===== config.mk =====
export PLATFORM = sky130hd
export DESIGN_NAME = megaram_mapper_gen
export DESIGN_NICKNAME = d
export VERILOG_FILES = /design/src/rtl/megaram_mapper_gen.sv
export SDC_FILE = /design/constraint.sdc
export NUM_CORES = 1
export LEC_CHECK = 0
export CAP_MARGIN = 20
export CORE_MARGIN = 5
export CORE_UTILIZATION = 56
export CTS_BUF_LIST = sky130_fd_sc_hd__clkbuf_16
export DETAILED_ROUTE_END_ITERATION = 8
export MAX_ROUTING_LAYER = met4
export PLACE_DENSITY = 0.85
export SLEW_MARGIN = 25
export SYNTH_ARGS = -nofsm -noshare
export SYNTH_HDL_FRONTEND = slang
export SYNTH_SLANG_ARGS = --single-unit

===== constraint.sdc =====
create_clock -name clk_27m -period 5 [get_ports clk_27m]
set_input_delay 1 -clock clk_27m [delete_from_list [all_inputs] [get_ports clk_27m]]
set_output_delay 1 -clock clk_27m [all_outputs]
set_load 0.02 [all_outputs]

===== src/rtl/megaram_mapper_gen.sv =====
// Cartridge mapper for the 4000-BFFFh window: linear/Konami/SCC/ASCII modes,
// bank mirroring by mask and a req/ack memory handshake that stalls the Z80.
module megaram_mapper_gen #(
  parameter int ADDR_W = 21,
  parameter bit LIN_WR_EN = 1'b1,
  localparam int BANK_W = ADDR_W - 13
) (
  input  logic              clk_27m,
  input  logic              bus_reset_n,
  input  logic              slot_sel,
  input  logic [15:0]       bus_addr,
  input  logic [7:0]        cpu_dout,
  input  logic              bus_rd_n,
  input  logic              bus_wr_n,
  input  logic [2:0]        map_mode,
  input  logic [BANK_W-1:0] bank_mask,
  output logic              mem_req,
  output logic              mem_wrt,
  output logic [ADDR_W-1:0] mem_addr,
  output logic [7:0]        mem_wdata,
  input  logic              mem_ack,
  input  logic [7:0]        mem_rdata,
  output logic [7:0]        bus_dout,
  output logic              bus_den,
  output logic              bus_wait_n,
  output logic              scc_sel
);

  typedef enum logic [1:0] {IDLE, REQ, HOLD} state_t;

  state_t state_q, state_d;
  logic rd_n_q, wr_n_q;
  logic mem_req_q, mem_req_d;
  logic mem_wrt_q, mem_wrt_d;
  logic [ADDR_W-1:0] mem_addr_q, mem_addr_d;
  logic [7:0] mem_wdata_q, mem_wdata_d;
  logic [7:0] bus_dout_q, bus_dout_d;
  logic bus_den_q, bus_den_d;
  logic scc_sel_q, scc_sel_d;
  logic [BANK_W-1:0] bank_q [4];
  logic [BANK_W-1:0] bank_d [4];

  logic lin, idle, rel, in_win, scc_hit;
  logic rd_st, wr_st, rd_go, wr_go, go;
  logic kon_w, scc_w, a8_w, a16_w;
  logic [1:0] w;
  logic [BANK_W-1:0] raw, bank, v, v2;
  logic [ADDR_W-1:0] map_addr, lin_addr;

  always_comb begin
    lin = (map_mode == 3'd0) || (map_mode > 3'd4);
    idle = (state_q == IDLE);
    rel = bus_rd_n & bus_wr_n;
    rd_st = slot_sel & rd_n_q & ~bus_rd_n;
    wr_st = slot_sel & wr_n_q & ~bus_wr_n;
    in_win = bus_addr[15] ^ bus_addr[14];
    w = {~bus_addr[14], bus_addr[13]};
    raw = bank_q[w];
    if (map_mode == 3'd1 && w == 2'd0) raw = '0;
    bank = raw & bank_mask;
    map_addr = {bank, bus_addr[12:0]};
    lin_addr = ADDR_W'(bus_addr);
    scc_hit = (map_mode == 3'd2) && (bus_addr[15:8] == 8'h98)
              && (bank_q[2][5:0] == 6'h3F);
    rd_go = rd_st & (lin | (in_win & ~scc_hit));
    wr_go = wr_st & lin & LIN_WR_EN;
    go = idle & (rd_go | wr_go);
  end

  // Bank register decode; only writes in a mapper mode while idle.
  always_comb begin
    v = BANK_W'(cpu_dout);
    v2 = {v[BANK_W-2:0], 1'b0};
    kon_w = (map_mode == 3'd1) && (bus_addr[15:13] inside {3'b011, 3'b100, 3'b101});
    scc_w = (map_mode == 3'd2) && in_win && (bus_addr[12:11] == 2'b10);
    a8_w = (map_mode == 3'd3) && (bus_addr[15:13] == 3'b011);
    a16_w = (map_mode == 3'd4) && (bus_addr[15:13] == 3'b011) && !bus_addr[11];
    for (int i = 0; i < 4; i++) bank_d[i] = bank_q[i];
    if (idle && wr_st && !lin) begin
      unique case (1'b1)
        kon_w: bank_d[w] = v;
        scc_w: bank_d[{bus_addr[15], bus_addr[13]}] = v;
        a8_w: bank_d[bus_addr[12:11]] = v;
        a16_w: begin
          bank_d[{bus_addr[12], 1'b0}] = v2;
          bank_d[{bus_addr[12], 1'b1}] = v2 | BANK_W'(1);
        end
        default: ;
      endcase
    end
  end

  always_comb begin
    state_d = state_q;
    mem_req_d = mem_req_q;
    mem_wrt_d = mem_wrt_q;
    mem_addr_d = mem_addr_q;
    mem_wdata_d = mem_wdata_q;
    bus_dout_d = bus_dout_q;
    bus_den_d = bus_den_q;
    scc_sel_d = scc_sel_q;
    if (rel) scc_sel_d = 1'b0;
    else if (idle && (rd_st || wr_st) && scc_hit) scc_sel_d = 1'b1;
    unique case (state_q)
      IDLE: begin
        if (go) begin
          state_d = REQ;
          mem_req_d = 1'b1;
          mem_wrt_d = wr_st;
          mem_addr_d = lin ? lin_addr : map_addr;
          mem_wdata_d = cpu_dout;
        end
      end
      REQ: begin
        if (mem_ack) begin
          mem_req_d = 1'b0;
          mem_wrt_d = 1'b0;
          if (rel) begin
            state_d = IDLE;
          end else begin
            state_d = HOLD;
            if (!mem_wrt_q) begin
              bus_dout_d = mem_rdata;
              bus_den_d = 1'b1;
            end
          end
        end
      end
      HOLD: begin
        if (rel) begin
          state_d = IDLE;
          bus_den_d = 1'b0;
          bus_dout_d = 8'hFF;
        end
      end
      default: state_d = IDLE;
    endcase
  end

  always_ff @(posedge clk_27m or negedge bus_reset_n) begin
    if (!bus_reset_n) begin
      state_q <= IDLE;
      rd_n_q <= 1'b1;
      wr_n_q <= 1'b1;
      mem_req_q <= 1'b0;
      mem_wrt_q <= 1'b0;
      mem_addr_q <= '0;
      mem_wdata_q <= '0;
      bus_dout_q <= 8'hFF;
      bus_den_q <= 1'b0;
      scc_sel_q <= 1'b0;
      bank_q[0] <= BANK_W'(0);
      bank_q[1] <= BANK_W'(1);
      bank_q[2] <= BANK_W'(2);
      bank_q[3] <= BANK_W'(3);
    end else begin
      state_q <= state_d;
      rd_n_q <= bus_rd_n;
      wr_n_q <= bus_wr_n;
      mem_req_q <= mem_req_d;
      mem_wrt_q <= mem_wrt_d;
      mem_addr_q <= mem_addr_d;
      mem_wdata_q <= mem_wdata_d;
      bus_dout_q <= bus_dout_d;
      bus_den_q <= bus_den_d;
      scc_sel_q <= scc_sel_d;
      for (int i = 0; i < 4; i++) bank_q[i] <= bank_d[i];
    end
  end

  // Wait drops combinationally in the strobe cycle so the Z80 stalls at once.
  assign bus_wait_n = ~(go | (state_q == REQ));
  assign mem_req = mem_req_q;
  assign mem_wrt = mem_wrt_q;
  assign mem_addr = mem_addr_q;
  assign mem_wdata = mem_wdata_q;
  assign bus_dout = bus_dout_q;
  assign bus_den = bus_den_q;
  assign scc_sel = scc_sel_q;

endmodule


==> metrics.cfg <==
[die]
coreArea_sq_um=7607
die_y_um=97.89
die_x_um=97.89
fp-row-count=32
ios=91
start_util_pct=56.86
dieArea_sq_um=9581

[logic_synthesis]
ys_ff_latch=77
avgSynthCellArea_sq_um=10.20
synth-warning-count=0
yosys.area.top_type=dfrtp_1
synth_edf_count=0
synth_top_area_share_pct=36.45
ys.flop_type=dfrtp_1
ys_types=61
synthArstFlopShare_pct=100.0
synth_fp_nets=475
postSynthCellCount=424
yosysSeqAreaShare_pct=44.95
synth_top_cells_by_area=dfrtp_1, mux2_2, dfstp_2, o2bb2ai_1, a21oi_1
synth_area_sq_um=4325

[placed_design]
place_congestion=0.9626
place_ws_ns=0.6507
numPortBuffers=90
place.detailed.hpwl_um=9118

[routing]
dr.pass1.iters=5
vias_per_cell=6.466
drc=0
ant_nets=0
routed_wl_um=13270
vias=3944
wl_per_cell_um=21.75
first_iter_violations=362

[sta]
worst_pin_slew_ns=1.033
slew_headroom_pct=30.82
fmax_ghz=0.2282
min_period_ns=4.382
fin_skew_ns=0.007195
rsz0062_at_grt=false
fin_setup_tns_ns=0
worst_slack_ns=0.6182
report.final.slew_viol_count=0
setup_viol=0
hold_viol=0
final.period_utilization_pct=87.64

[layout]
diodes=0
drive_above_1_share_pct=16.54
utilization_pct=73.01
layout.area.seq_sq_um=1944
multi_input_comb_area_sq_um=2182
area_delta_synth_final_pct=28.41
layout_commonest_cell=clkdlybuf4s50_1
final_cell_mix=clkdlybuf4s50_1, dfrtp_1, mux2_2
filler_cell_count=564
nNetsFinal=554

[clocking]
cts.repair.resized=0
clkSinkCount=77
cts_root_buf=clkbuf_16
post_cts_buffers=0
numCtsBuffers=9
path_clk_slew_ns=0.06
clk_latency_ns=0.33
cts_tree=done
htree_levels=3
cts_buffer_depth=2
cts_hold_buf=0

[global_routing]
track_usage_pct=28.83
antenna_found_initial=0
first_global_vias=4028
grt_first_pass_wirelength_um=21440
overflow=0
grt_max_degree=78

[pwr]
power_density_nw_per_um2=419.9
leakagePower_nw=2.311
ir_drop_mv=0.2787

[worst_setup_path]
r2r_slack_ns=2.54
crit_required_ns=4.00
start_kind=primary input
ff2ff_path_depth=4
end_kind=output pin
r2r_start=wr_n_q
critPathArrivalTime_ns=3.38
critPathMaxFanout=9
path_class=in -> out

[hold_path]
hold_end=bus_dout[2]
hold_path_depth=2
hold_class=reg -> reg
hold_start=bus_dout[2]

[run_status]
status=complete, no violations

[run]
cap_violations=0

synth_stat cells, types with 3 or more instances:
cell type and count:
mux2i_1 13, nor2b_1 7, a31oi_1 4, nand4_1 3, buf_1 8, o2bb2ai_1 20, nand3_1 14, a22o_1 11
and2_1 4, a21oi_1 32, a211o_1 3, nor4b_1 7, buf_2 8, a22oi_1 7, nor2_1 23, clkbuf_1 12
o22ai_1 7, dfrtp_1 63, a21boi_0 4, mux2_2 34, inv_1 14, and3b_1 3, o21ai_0 25, a221o_1 7
dfstp_2 14, nand2_1 29
final cells by class:
| type | count | area share [%] |
|---|---|---|
| clock buffer | 9 | 4.055 |
| clock inverter | 7 | 0.8110 |
| inverter | 14 | 0.9462 |
| multi-input combinational | 301 | 39.29 |
| sequential | 77 | 35.01 |
| tap | 102 | 2.298 |
| timing repair buffer | 100 | 17.59 |
how the worst max path moves through the flow:
| stage | start | to | slack (ns) | depth (start not counted) |
|---|---|---|---|---|
| final | map_mode[0] | bus_wait_n | 0.62 | 7 |
| after global routing | map_mode[0] | bus_wait_n | 0.47 | 7 |
| after CTS | map_mode[0] | bus_wait_n | 0.64 | 7 |
| after detailed placement | map_mode[0] | bus_wait_n | 0.65 | 7 |
| after global placement | bus_addr[14] | bus_wait_n | 0.71 | 8 |
| after floorplan | bus_addr[14] | bus_wait_n | 0.94 | 9 |
kinds of logic (layout without fill, tap and decap cells):
kind of cell,after synthesis,after routing,share of synthesized area [%]
AOI/OAI and AO/OA,143,143,23.89
adders and majority gates,2,2,0.5784
buffers and inverters,46,130,4.744
DFF,77,77,44.95
muxes,47,47,11.86
and+or+nand+nor,109,109,13.97
layer usage:
layer / routed length (um) / global-route usage [%]
met5: 0 / -
met4: 295 / 10.97
met3: 1185 / 5.571
met2: 6434 / 45.29
met1: 5349 / 37.11
through the flow:
stage	hold WS, ns	cell area [sq um]	std cells	power [mW]
4_1_cts	0.4854	5544	610	2.343
3_5_place_dp	0.4768	5274	594	1.749
6_report	0.4807	5554	610	2.332
3_3_place_gp	0.4669	5274	594	1.718
5_1_grt	0.5089	5554	610	2.441
2_1_floorplan	0.4523	4325	424	1.317
worst max-delay path, stage by stage:
cell,delay [ns]
clkdlybuf4s50_1,0.53
nor3b_4,0.46
nand3_1,0.15
o21ai_0,0.31
a211o_1,0.19
nor2b_1,0.13
clkdlybuf4s50_1,0.61
report_power, final:
group / leakage (nW) / switching, mW / internal [mW]
Clock: 0.140 / 0.258 / 0.334
Sequential: 0.966 / 0.0884 / 0.802
Combinational: 1.20 / 0.429 / 0.422
Power figures use the tool's default switching activity.
